File: src/rtl/scarv_soc_periph_arbiter.sv
// Two-requester arbiter sharing one peripheral memif target, with an in-flight ID FIFO
// that routes in-order responses back. Define PERIPH_ARB_RR_EN for round-robin, else r0 priority.
module scarv_soc_periph_arbiter #(
    parameter int AW          = 32,
    parameter int DW          = 32,
    parameter int OUTSTANDING = 2
) (
    input  logic            g_clk,
    input  logic            g_reset,

    input  logic            r0_req,
    output logic            r0_gnt,
    input  logic            r0_wen,
    input  logic [DW/8-1:0] r0_strb,
    input  logic [AW-1:0]   r0_addr,
    input  logic [DW-1:0]   r0_wdata,
    input  logic            r0_recv,
    output logic            r0_ack,
    output logic            r0_error,
    output logic [DW-1:0]   r0_rdata,

    input  logic            r1_req,
    output logic            r1_gnt,
    input  logic            r1_wen,
    input  logic [DW/8-1:0] r1_strb,
    input  logic [AW-1:0]   r1_addr,
    input  logic [DW-1:0]   r1_wdata,
    input  logic            r1_recv,
    output logic            r1_ack,
    output logic            r1_error,
    output logic [DW-1:0]   r1_rdata,

    output logic            t_req,
    output logic            t_wen,
    output logic [DW/8-1:0] t_strb,
    output logic [AW-1:0]   t_addr,
    output logic [DW-1:0]   t_wdata,
    input  logic            t_gnt,
    output logic            t_recv,
    input  logic            t_ack,
    input  logic            t_error,
    input  logic [DW-1:0]   t_rdata,

    output logic            stray_rsp
);

    localparam int PW = (OUTSTANDING > 1) ? $clog2(OUTSTANDING) : 1;
    localparam int CW = $clog2(OUTSTANDING + 1);

    typedef enum logic {
        ST_IDLE,
        ST_HOLD
    } own_state_e;

    own_state_e       state_q, state_d;
    logic             hold_sel_q, hold_sel_d;
    logic [PW-1:0]    wr_ptr_q, wr_ptr_d;
    logic [PW-1:0]    rd_ptr_q, rd_ptr_d;
    logic [CW-1:0]    count_q, count_d;
    logic             stray_q, stray_d;
    logic [OUTSTANDING-1:0] id_mem_q;
`ifdef PERIPH_ARB_RR_EN
    logic             rr_last_q;
`endif

    logic sel;
    logic sel_req;
    logic fifo_full;
    logic fifo_empty;
    logic head;
    logic push;
    logic pop;

    function automatic logic [PW-1:0] ptr_inc(input logic [PW-1:0] p);
        return (p == PW'(OUTSTANDING - 1)) ? '0 : p + 1'b1;
    endfunction

    // Requester selection: a held owner stays put until granted or it withdraws.
    always_comb begin
        sel = 1'b0;
        if (state_q == ST_HOLD) begin
            sel = hold_sel_q;
        end else if (r0_req && r1_req) begin
`ifdef PERIPH_ARB_RR_EN
            sel = ~rr_last_q;
`else
            sel = 1'b0;
`endif
        end else if (r1_req) begin
            sel = 1'b1;
        end
    end

    assign sel_req    = sel ? r1_req : r0_req;
    assign fifo_empty = (count_q == '0);
    assign fifo_full  = (count_q == CW'(OUTSTANDING));

    assign t_req   = sel_req & ~fifo_full & ~g_reset;
    assign t_wen   = sel ? r1_wen   : r0_wen;
    assign t_strb  = sel ? r1_strb  : r0_strb;
    assign t_addr  = sel ? r1_addr  : r0_addr;
    assign t_wdata = sel ? r1_wdata : r0_wdata;

    assign push   = t_req & t_gnt;
    assign r0_gnt = push & ~sel;
    assign r1_gnt = push & sel;

    always_comb begin
        state_d    = state_q;
        hold_sel_d = hold_sel_q;
        case (state_q)
            ST_IDLE: begin
                if (t_req && !t_gnt) begin
                    state_d    = ST_HOLD;
                    hold_sel_d = sel;
                end
            end
            ST_HOLD: begin
                if (!sel_req || push) begin
                    state_d = ST_IDLE;
                end
            end
            default: state_d = ST_IDLE;
        endcase
    end

    // Response routing follows the oldest outstanding ID.
    assign head   = id_mem_q[rd_ptr_q];
    assign t_recv = ~fifo_empty & (head ? r1_recv : r0_recv);
    assign pop    = t_ack & t_recv;

    assign r0_ack   = t_ack   & ~fifo_empty & ~head;
    assign r1_ack   = t_ack   & ~fifo_empty &  head;
    assign r0_error = t_error & ~fifo_empty & ~head;
    assign r1_error = t_error & ~fifo_empty &  head;
    assign r0_rdata = (~fifo_empty & ~head) ? t_rdata : '0;
    assign r1_rdata = (~fifo_empty &  head) ? t_rdata : '0;

    assign stray_d   = t_ack & fifo_empty;
    assign stray_rsp = stray_q;

    always_comb begin
        wr_ptr_d = push ? ptr_inc(wr_ptr_q) : wr_ptr_q;
        rd_ptr_d = pop  ? ptr_inc(rd_ptr_q) : rd_ptr_q;
        count_d  = count_q;
        case ({push, pop})
            2'b10:   count_d = count_q + CW'(1);
            2'b01:   count_d = count_q - CW'(1);
            default: count_d = count_q;
        endcase
    end

    always_ff @(posedge g_clk or posedge g_reset) begin
        if (g_reset) begin
            state_q    <= ST_IDLE;
            hold_sel_q <= 1'b0;
            wr_ptr_q   <= '0;
            rd_ptr_q   <= '0;
            count_q    <= '0;
            stray_q    <= 1'b0;
`ifdef PERIPH_ARB_RR_EN
            rr_last_q  <= 1'b1;
`endif
        end else begin
            state_q    <= state_d;
            hold_sel_q <= hold_sel_d;
            wr_ptr_q   <= wr_ptr_d;
            rd_ptr_q   <= rd_ptr_d;
            count_q    <= count_d;
            stray_q    <= stray_d;
`ifdef PERIPH_ARB_RR_EN
            if (push) begin
                rr_last_q <= sel;
            end
`endif
        end
    end

    // ID storage needs no reset: entries are only read while counted as valid.
    always_ff @(posedge g_clk) begin
        if (push) begin
            id_mem_q[wr_ptr_q] <= sel;
        end
    end

endmodule

File: config.mk
export PLATFORM = sky130hd
export DESIGN_NAME = scarv_soc_periph_arbiter
export DESIGN_NICKNAME = d
export VERILOG_FILES = /design/src/rtl/scarv_soc_periph_arbiter.sv
export SDC_FILE = /design/constraint.sdc
export NUM_CORES = 1
export LEC_CHECK = 0
export ABC_AREA = 1
export CAP_MARGIN = 15
export CORE_AREA = 4 4 122 124
export CTS_BUF_LIST = sky130_fd_sc_hd__clkbuf_4 sky130_fd_sc_hd__clkbuf_8
export CTS_CLUSTER_SIZE = 10
export DETAILED_ROUTE_END_ITERATION = 16
export DIE_AREA = 0 0 126 128
export GPL_ROUTABILITY_DRIVEN = 1
export SLEW_MARGIN = 40
export SYNTH_ARGS = -nofsm -noshare
export SYNTH_HDL_FRONTEND = slang
export SYNTH_SLANG_ARGS = --single-unit
File: constraint.sdc
create_clock -name g_clk -period 2.7 [get_ports g_clk]
set_input_delay 0.27 -clock g_clk [delete_from_list [all_inputs] [get_ports g_clk]]
set_output_delay 0.27 -clock g_clk [all_outputs]
set_load 0.005 [all_outputs]
; ---- Word-level counts from Yosys, hierarchy flattened
; Index checks and enable logic that the tools add are counted.
[totals]
regBits = 9
latch_bits = 0
ram_bits = 0
rom_bits = 0
input_bits = 179
output_inout_bits = 142
wordCells = 70
mem_count = 0
[op_classes]
n_addsub = 4
mul = 0
n_div = 0
order_cmp = 3
eq_ne = 3
n_shift = 0
n_mux = 22
bitwise_logic = 22
n_reduce_logical = 9
[op_table]
columns = op, count
row1 = 2-to-1 mux 32 bit, 4
row2 = bitwise AND 1 bit, 16
row3 = 2-to-1 mux 1 bit, 13
row4 = NOT 1 bit, 6
row5 = "== test 2 bit, second input constant", 2
row6 = "less-than comparator 1 x 2 -> 1 bit, second input constant", 2
row7 = 2-to-1 mux 4 bit, 1
row8 = one-hot mux 2 bit (2 select lines), 1
row9 = logical AND 1 bit, 3
row10 = "adder 1 bit, second input constant", 2
row11 = "adder 2 x 1 -> 2 bit, second input constant", 1
row12 = bitwise mux 2 bit, 1
row13 = "== test 2 x 1 -> 1 bit, second input constant", 1
row14 = zero test 1 bit, 2
row15 = zero test 2 bit, 1
row16 = one-hot mux 1 bit (2 select lines), 1
row17 = AND reduction 2 bit, 1
row18 = nonzero test 2 bit, 1
row19 = "subtractor 2 x 1 -> 2 bit, second input constant", 1
row20 = demux 1 bit (select 1 bit), 1
row21 = "greater-or-equal comparator 1 bit, second input constant", 1
row22 = logical OR 1 bit, 1

; ---- Logic depth before layout (Yosys ltp)
[logic_depth]
word_depth = 10
ltp_mapped = 10
depth_no_buf = 10

; ---- Least setup slack after synthesis
; Ideal clock, no wire load.
[synth_timing]
path_kind = reg-to-output
start = register hold_sel_q
end = output port r0_gnt
t_arrival_ps = 988
t_required_ps = 2430
setup_slack_ps = 1442
stages_incl_launch_ff = 7
path_buffers = 1
cell_sequence = dfrtp_1 -> inv_1 -> nand2_1 -> nand2_2 -> inv_2 -> buf_4 -> nor2_1
[synth_via]
elab_chain_cells = 6
elab_cells_between_ends = 7
[synth_lines]
columns = item, line
row1 = start: declaration, 56  ; logic hold_sel_q, hold_sel_d;
row2 = start signal: assignment, 166  ; hold_sel_q <= hold_sel_d;
row3 = 2-to-1 mux 1 bit *, 81  ; if (state_q == ST_HOLD) begin
row4 = via sel, 66  ; logic sel;
row5 = 2-to-1 mux 1 bit, 94  ; assign sel_req = sel ? r1_req : r0_req;
row6 = bitwise AND 1 bit (2 in a row), 98  ; assign t_req = sel_req & ~fifo_full & ~g_reset;
row7 = bitwise AND 1 bit, 104  ; assign push = t_req & t_gnt;
row8 = bitwise AND 1 bit *, 105  ; assign r0_gnt = push & ~sel;
row9 = end: declaration, 12  ; output logic r0_gnt,
; Mark *: on every way through the listed nets, which the timed path passes. The rest lies on a longest branch.

; ---- Worst setup path after layout
[layout_timing]
start = input port r1_req
end = output port t_addr[3]
[layout_via]
elab_chain_cells = 4
elab_cells_between_ends = 5
[layout_lines]
columns = item, line
row1 = start: declaration, 22  ; input logic r1_req,
row2 = 2-to-1 mux 1 bit / logical AND 1 bit (equally long branches), "89, 83"
row3 = 2-to-1 mux 1 bit *, 83  ; end else if (r0_req && r1_req) begin
row4 = 2-to-1 mux 1 bit *, 81
row5 = 2-to-1 mux 32 bit *, 101  ; assign t_addr = sel ? r1_addr : r0_addr;
row6 = end: declaration, 36  ; output logic [AW-1:0] t_addr,
; Mark *: on every way between the ends. The rest lies on a longest branch, timed or not.

==> reports/metrics.csv <==
stage,metric,value,unit
final_layout,Non-Filler Instances,893,
clocking,Clock Root Buffer,clkbuf_8,
placement,Detailed Place HPWL,11.1,mm
clocking,Clock Sinks,9,
floorplanning,DIE AREA,16100,um2
drt,vias per cell,3.81,
final_layout,fin util,0.385,
power_and_ir_drop,worst vdd ir,0.332,mV
final_layout,"commonest non-fill, non-tap cell in the layout",clkdlybuf4s50_1,
final_layout,Area Growth Syn to Fin,187,%
drt,DR vias,3398,
outcome,outcome,"finished, final reports clean",
placement,Placed Cells,889,
timing,Max-slew headroom,0.782,
setup_path,Worst EP required,2430,ps
power_and_ir_drop,pwr dens,590,nW/um2
logic_synthesis,Mapped Cells,402,
global_routing,global-route wire length before repair,18.4,mm
floorplanning,Placeable Area,13800,um2
logic_synthesis,Synth area leaders,"nand2_1 46%, nor2_1 15%, dfrtp_1 9.5%, inv_1 9.3%, buf_2 3.5%",
timing,Final Max Tran Viols,0,
power_and_ir_drop,LEAKAGE,2.54,nW
global_routing,total gr overflow,0,
floorplanning,Site Rows,43,
global_routing,number of global-route vias before repair,3376,
logic_synthesis,Netlist cell types,18,
clocking,post-CTS sizing,0,
logic_synthesis,Syn Nets,581,
logic_synthesis,Post-Syn Area per Cell,4.60,um2
placement,RePlAce Congestion,0.896,
setup_path,arrival time at the worst endpoint,2170,ps
timing,Fin Clk Skew,3.31,ps
timing,RSZ-0062 raised after global routing,no,
global_routing,initial antenna violation count,0,
final_layout,Seq. cell area,235,um2
timing,total negative setup slack,0,ps
logic_synthesis,sequential fraction of the synthesis area,0.127,
setup_path,startpoint class of the critical path,input port,
setup_path,worst r2r src,state_q$_DFF_PP0_,
final_layout,Fill cells,1503,
floorplanning,Die Wd,126,um
setup_path,reg2reg path depth,5,
final_layout,share of cells above drive strength 1,0.0393,
clocking,CTS tree,done,
placement,Post-Place Setup Slack,237,ps
timing,post-route setup slack,258,ps
timing,highest clock rate,409,MHz
logic_synthesis,top cell type's share of synthesized area,0.459,
floorplanning,initial core utilization,0.134,
placement,I/O Buffers,320,
timing,final hold viol count,0,
clocking,clock latency on the worst-skew pair,230,ps
setup_path,Reg-to-Reg End,id_mem_q[1]$_DFFE_PP_,
drt,post-route DRC violation count,0,
drt,remaining antenna violation count after routing,0,
setup_path,worst reg2reg setup slack,1290,ps
timing,Final setup viols,0,
clocking,clock buffer count from CTS,3,
clocking,H-Tree Depth,1,
logic_synthesis,"FF+latch count, synth",9,
setup_path,critical path class,in -> out,
drt,drt first-iter violations,96,
final_layout,"commonest non-fill, non-tap cells in the layout","320 x clkdlybuf4s50_1, 226 x nand2_1, 74 x nor2_1",
drt,wire per inst,13.8,um
final_layout,Layout Nets,893,
global_routing,largest net degree at the start of global routing,71,
timing,post-route clock period utilization,0.905,
worst_hold_path,Hold Path Class,in -> async,
run,MaxCap Viol Count,0,
final_layout,Multi-input gate area,1310,um2
floorplanning,Top Ports,321,
timing,clock period minus worst slack,2440,ps
clocking,post-CTS setup buffers,0,
clocking,clock tree buffer depth,2,
final_layout,antenna cells,0,
drt,Routed WL,12.3,mm
timing,hold slack,355,ps
clocking,Worst-path clk slew,50,ps
drt,drt first pass iters,4,
setup_path,crit end category,primary output,
global_routing,GRT Resource Usage Total,0.142,
clocking,hold_buf cts,0,
setup_path,CP max FO,40,
logic_synthesis,Yosys top cell by area,nand2_1,
logic_synthesis,Synthesis Warnings,0,
logic_synthesis,Post-Syn Area,1850,um2
floorplanning,Die Y,128,um
timing,Slew @ Worst Pin,326,ps
[cell families after synthesis]
group / count (synthesis) / share of synthesized area
buffers and inverters: 70 / 0.165
and+or+nand+nor: 318 / 0.686
xor gates and xnor gates: 2 / 0.00948
AOI/OAI and AO/OA: 3 / 0.0122
DFF: 9 / 0.127
[critical path, stage by stage]
cell	delay, ps
clkdlybuf4s50_1	530
nand2_1	90
nand2_2	80
nand2_2	80
inv_2	210
buf_12	240
nand2_1	70
nand2_1	60
clkdlybuf4s50_1	540
[cells in the mapped netlist, drive strengths merged]
master	number
nand2	231
nor2	74
inv	50
buf	20
nand3	10
dfrtp	7
edfxtp	2
nand3b	2
o21ai	2
xor2	2
a21oi	1
nand4	1
[power breakdown]
part	total, W	leakage (nW)	switching, W	internal [W]
clock	0.000165	0.0262	0.0000523	0.000113
sequential	0.000223	0.104	0.0000331	0.000190
combinational	0.00273	2.41	0.00118	0.00155
[routing by layer]
metal	vias to the layer above	track usage	share of wire
li1	1779	-	-
met1	1394	0.139	0.32
met2	209	0.277	0.53
met3	16	0.0533	0.12
met4	0	0.0391	0.024
met5	-	0	0
[sequential cells by signal (all words and copies together), names as in the netlist]
register / count
rd_ptr_q: 1
state_q: 1
hold_sel_q: 1
count_q: 2
id_mem_q: 2
wr_ptr_q: 1
stray_rsp: 1
[final cells by class]
type / instances / area share
inverters: 50 / 0.0354
repair buffers: 327 / 0.622
multi-input cells: 323 / 0.247
flip-flops and latches: 9 / 0.0444
well taps: 180 / 0.0425
clock buffers: 4 / 0.00921
[per-stage QoR]
stage | total power [W] | area, um2
final | 0.00312 | 5300
after global routing | 0.00342 | 5300
after CTS | 0.00318 | 5300
after detailed placement | 0.00301 | 5250
after global placement | 0.00301 | 5250
after floorplan | 0.00126 | 1850
[worst max path at each step]
stage	from	end	slack, ps	depth (start not counted)
floorplan	hold_sel_q$_DFFE_PP0P_	r0_gnt	1440	6
global placement	r0_req	t_wdata[21]	240	10
detailed placement	r0_req	t_wdata[7]	240	10
CTS	r0_req	t_wdata[7]	230	10
global route	r0_req	t_addr[3]	140	10
finish	r1_req	t_addr[3]	260	9
Note: power is estimated with default switching activity, not from simulation.
==> RTL change 1, RTL diff (same flow settings) <==
Change the parameter `AW` from 32 to 16.
--- a/src/rtl/scarv_soc_periph_arbiter.sv
+++ b/src/rtl/scarv_soc_periph_arbiter.sv
@@ -1,7 +1,7 @@
 // Two-requester arbiter sharing one peripheral memif target, with an in-flight ID FIFO
 // that routes in-order responses back. Define PERIPH_ARB_RR_EN for round-robin, else r0 priority.
 module scarv_soc_periph_arbiter #(
-    parameter int AW          = 32,
+    parameter int AW          = 16,
     parameter int DW          = 32,
     parameter int OUTSTANDING = 2
 ) (
Interface: changed (resized r0_addr, r1_addr and t_addr); port bits go from 321 to 273. The function was not compared with the original's and may differ.
==> RTL change 1 against the unedited design <==
  * Sequential share of layout area increased by 0.18 points
  * Setup slack got worse by 0.10 ns
  * Worst hold slack about the same
  * Utilization decreased by 1.5 points
  * Largest cell class unchanged
  * Final cell count decreased by 10%
  * Die area unchanged
  * Cell area decreased by 3.9%
  * Sequential cell count unchanged
  * Wire length decreased by 17%
  * Clock power decreased by 5%
  * Synthesized cell count decreased by 13%
  * Area after synthesis increased by 14%
  * Power decreased by 2.1%
==> RTL change 1: results (changes against the unedited design) <==
maximum fanout along the worst path -> 18 (-55%)
WL met3 -> 1260 um (-15%)
LEAKAGE -> 2.50 nW (-1.5%)
worst clock skew -> 0.00588 ns (+0.00258 ns)
via-per-instance ratio -> 3.84 (+0.80%)
minimum setup slack among reg-to-reg paths -> 1.31 ns (+0.02 ns)
mean post-synth cell area -> 6.03 sq um (+31%)
Compound-Gate Fraction of Synth Area -> 0.0106 (-0.00154)
portion of total power attributed to sequential cells -> 0.073 (+0.002)
CP Data Arrival Time -> 2.28 ns (+0.11 ns)
main area contributors after synthesis -> sky130_fd_sc_hd__nand2_4 23%, sky130_fd_sc_hd__nand2_1 17%, sky130_fd_sc_hd__nor2_1 13%, sky130_fd_sc_hd__nand2_2 12%, sky130_fd_sc_hd__dfrtp_1 8.3%
Cell Count Post-Placement -> 798 (-10%)
minimum period implied by the final worst setup slack -> 2.55 ns (+0.105 ns)
hold_ws -> 0.355 ns (-0.000223 ns)
power per cell area -> 601 nW/um^2 (+1.9%)
FF-to-FF End -> id_mem_q[0]
Post-Place Worst Slack -> 0.125 ns (-0.111 ns)
area fraction of clock buffers and clock inverters -> 0.00910 (-0.000116)
global routing usage on met1 -> 0.113 (-0.0265)
number of distinct library cell variants in the gate-level netlist after synthesis -> 21 (+3)
WL final -> 10200 um (-17%)
weighted congestion reported at the end of routability-driven placement -> 0.876 (-2.2%)
IR Drop Worst-Case VDD -> 0.000290 V (-13%)
first-pass GRT wire length -> 15900 um (-14%)
number of multi-input combinational cells -> 275 (-15%)
worst slew margin relative to its limit -> 0.776 (-0.00618)
capturing element of the worst setup path -> t_wdata[25]
share of the yosys chip area belonging to registers -> 0.111 (-0.0161)
count of buffers from port buffering -> 272 (-15%)
number of global-route vias before repair -> 3288 (-2.6%)
Non-Clock Buffer Area Fraction -> 0.562 (-0.0592)
Gate Count Post-Synth -> 351 (-13%)
list of most frequent post-synthesis cells -> 98 x sky130_fd_sc_hd__nand2_1, 74 x sky130_fd_sc_hd__nor2_1, 45 x sky130_fd_sc_hd__inv_1
bufs w/o clock -> 284 (-13%)
metal2 WL -> 5390 um (-18%)
sequential fraction of total cell area -> 0.0462 (+0.00181)
routed metal-1 wire length -> 3440 um (-14%)
post-synthesis share of cell area spent on xor and xnor gates -> 0.00828 (-0.00120)
sum of net half-perimeters after detailed placement -> 9320 um (-16%)
result of the run -> complete, no violations
[RTL change 1: cell types whose count changed after synthesis, moves of 2 or more]
cell | before | now
sky130_fd_sc_hd__buf_12 | 0 | 5
sky130_fd_sc_hd__nand2_1 | 226 | 98
sky130_fd_sc_hd__buf_4 | 7 | 0
sky130_fd_sc_hd__nand2_4 | 0 | 43
sky130_fd_sc_hd__nand3_1 | 5 | 7
sky130_fd_sc_hd__nand3_2 | 4 | 2
sky130_fd_sc_hd__nand2_2 | 5 | 42
[RTL change 1: worst max-delay path, stage by stage]
cell and delay [ns]:
sky130_fd_sc_hd__clkdlybuf4s50_1 0.54, sky130_fd_sc_hd__nand2_1 0.11, sky130_fd_sc_hd__nand2_4 0.08, sky130_fd_sc_hd__nand2_4 0.12, sky130_fd_sc_hd__inv_4 0.30, sky130_fd_sc_hd__buf_12 0.22
sky130_fd_sc_hd__nand2_1 0.06, sky130_fd_sc_hd__nand2_1 0.06, sky130_fd_sc_hd__clkdlybuf4s50_1 0.50
==> RTL change 2, RTL diff (config.mk and constraints unchanged) <==
Without the edit above. Register the outputs `r0_error` and `r1_error`, cleared by the reset; this adds one clock of latency there. The other outputs are not delayed to match.
--- a/src/rtl/scarv_soc_periph_arbiter.sv
+++ b/src/rtl/scarv_soc_periph_arbiter.sv
@@ -131,8 +131,15 @@
 
     assign r0_ack   = t_ack   & ~fifo_empty & ~head;
     assign r1_ack   = t_ack   & ~fifo_empty &  head;
-    assign r0_error = t_error & ~fifo_empty & ~head;
-    assign r1_error = t_error & ~fifo_empty &  head;
+    always_ff @(posedge g_clk or posedge g_reset) begin
+        if (g_reset) begin
+            r0_error <= '0;
+            r1_error <= '0;
+        end else begin
+            r0_error <= t_error & ~fifo_empty & ~head;
+            r1_error <= t_error & ~fifo_empty &  head;
+        end
+    end
     assign r0_rdata = (~fifo_empty & ~head) ? t_rdata : '0;
     assign r1_rdata = (~fifo_empty &  head) ? t_rdata : '0;
 
Function: changed (Yosys sat finds a counterexample within 4 cycles, from zero or initial values and one cycle with g_reset high).
==> RTL change 2 against the unedited design <==
  * Clock power increased by 4%
  * Cell area grew 0.71%
  * Count of clock-buffer cells in the layout unchanged
  * Setup slack better by 0.053 ns
  * Sequential cell count increased by 2
  * Wire length is 2.6% higher
  * Global-route usage grew 0.091 points
  * Area after synthesis up 2.7%
  * Power grew 1.4%
  * Fmax up 2.2%
  * Critical path type unchanged
  * Critical endpoint is now t_addr[4]
==> RTL change 2: results (changes against the unedited design) <==
result of the run -> complete, no violations
minimum setup slack among reg-to-reg paths -> 1.35 ns (+0.06 ns)
crit-path max cell delay -> 0.51 ns (-0.03 ns)
Post-Place Worst Slack -> 0.282 ns (+0.0458 ns)
power dissipated in the clock network -> 0.172 mW (+4%)
drt first-iter violations -> 80 (-17%)
weighted congestion reported at the end of routability-driven placement -> 0.835 (-6.8%)
first-pass GRT wire length -> 18300 um (-0.41%)
asr flop ratio synth -> 0.818 (+0.0404)
WL final -> 12600 um (+2.6%)
hold_ws -> 0.422 ns (+0.0670 ns)
slew of the pin with the lowest slew margin -> 0.335 ns (+0.00843 ns)
WL met3 -> 1650 um (+11%)
main area contributors after synthesis -> sky130_fd_sc_hd__nand2_1 45%, sky130_fd_sc_hd__nor2_1 15%, sky130_fd_sc_hd__dfrtp_1 12%, sky130_fd_sc_hd__inv_1 9.1%, sky130_fd_sc_hd__buf_2 3.4%
Cell Count Post-Placement -> 891 (+0.22%)
CP Data Arrival Time -> 2.12 ns (-0.05 ns)
met3 track utilization from global routing -> 0.0650 (+0.0117)
number of fillers in the final layout -> 1490 (-0.86%)
syn nets -> 583 (+0.34%)
combinational power share -> 0.862 (-0.014)
IR Drop Worst-Case VDD -> 0.000191 V (-43%)
number of global-route vias before repair -> 3313 (-1.9%)
metal2 WL -> 6620 um (+1.3%)
list of most frequent post-synthesis cells -> 226 x sky130_fd_sc_hd__nand2_1, 74 x sky130_fd_sc_hd__nor2_1, 46 x sky130_fd_sc_hd__inv_1
LEAKAGE -> 2.57 nW (+0.87%)
mean post-synth cell area -> 4.70 sq um (+2.2%)
global routing usage on met1 -> 0.140 (+0.000614)
layout cell share with drive strength beyond 1 -> 0.0392 (-0.000110)
count of placed standard cells in the final layout, fillers left out -> 895 (+0.22%)
post-route standard cell area excluding fillers -> 5340 sq um (+0.71%)
maximum fanout along the worst path -> 68 (+70%)
number of antenna violations at the first check in global routing -> 0 (unchanged)
Overall Global Routing Usage -> 0.143 (+0.000909)
register clock-pin slew on the reported worst setup and hold paths -> 0.05 ns (about the same)
worst clock skew -> 0.000764 ns (-0.00254 ns)
share of the yosys chip area belonging to registers -> 0.150 (+0.0230)
routed metal-1 wire length -> 4200 um (+5.3%)
Largest delay share family, worst path -> buffers and inverters
global-route track usage on met2 -> 0.280 (+0.00313)
switching power as a share of total power -> 0.402 (-0.00452)
## RTL change 2: worst max path at each step
| stage | startpoint | slack [ns] | to | depth (start not counted) |
|---|---|---|---|---|
| 6_report | r0_req | 0.31 | t_addr[4] | 9 |
| 3_3_place_gp | r0_req | 0.30 | t_addr[4] | 9 |
| 3_5_place_dp | r0_req | 0.28 | t_addr[12] | 9 |
| 5_1_grt | r0_req | 0.12 | t_addr[20] | 10 |
| 2_1_floorplan | hold_sel_q | 1.44 | r0_gnt | 6 |
| 4_1_cts | r0_req | 0.27 | t_addr[12] | 9 |
## RTL change 2: area by class of cell
type / instances / share of cell area
Clock buffer: 4 / 0.00915
Inverter: 50 / 0.0352
Multi-Input combinational cell: 323 / 0.245
Sequential cell: 11 / 0.0535
Tap cell: 180 / 0.0422
Timing Repair Buffer: 327 / 0.615
## RTL change 2: cells by family after synthesis
logic type	after synthesis	share of synthesized area
compound gates	3	0.0119
flops	11	0.150
xor+xnor	2	0.00923
buf+inv	70	0.161
simple gates	318	0.668
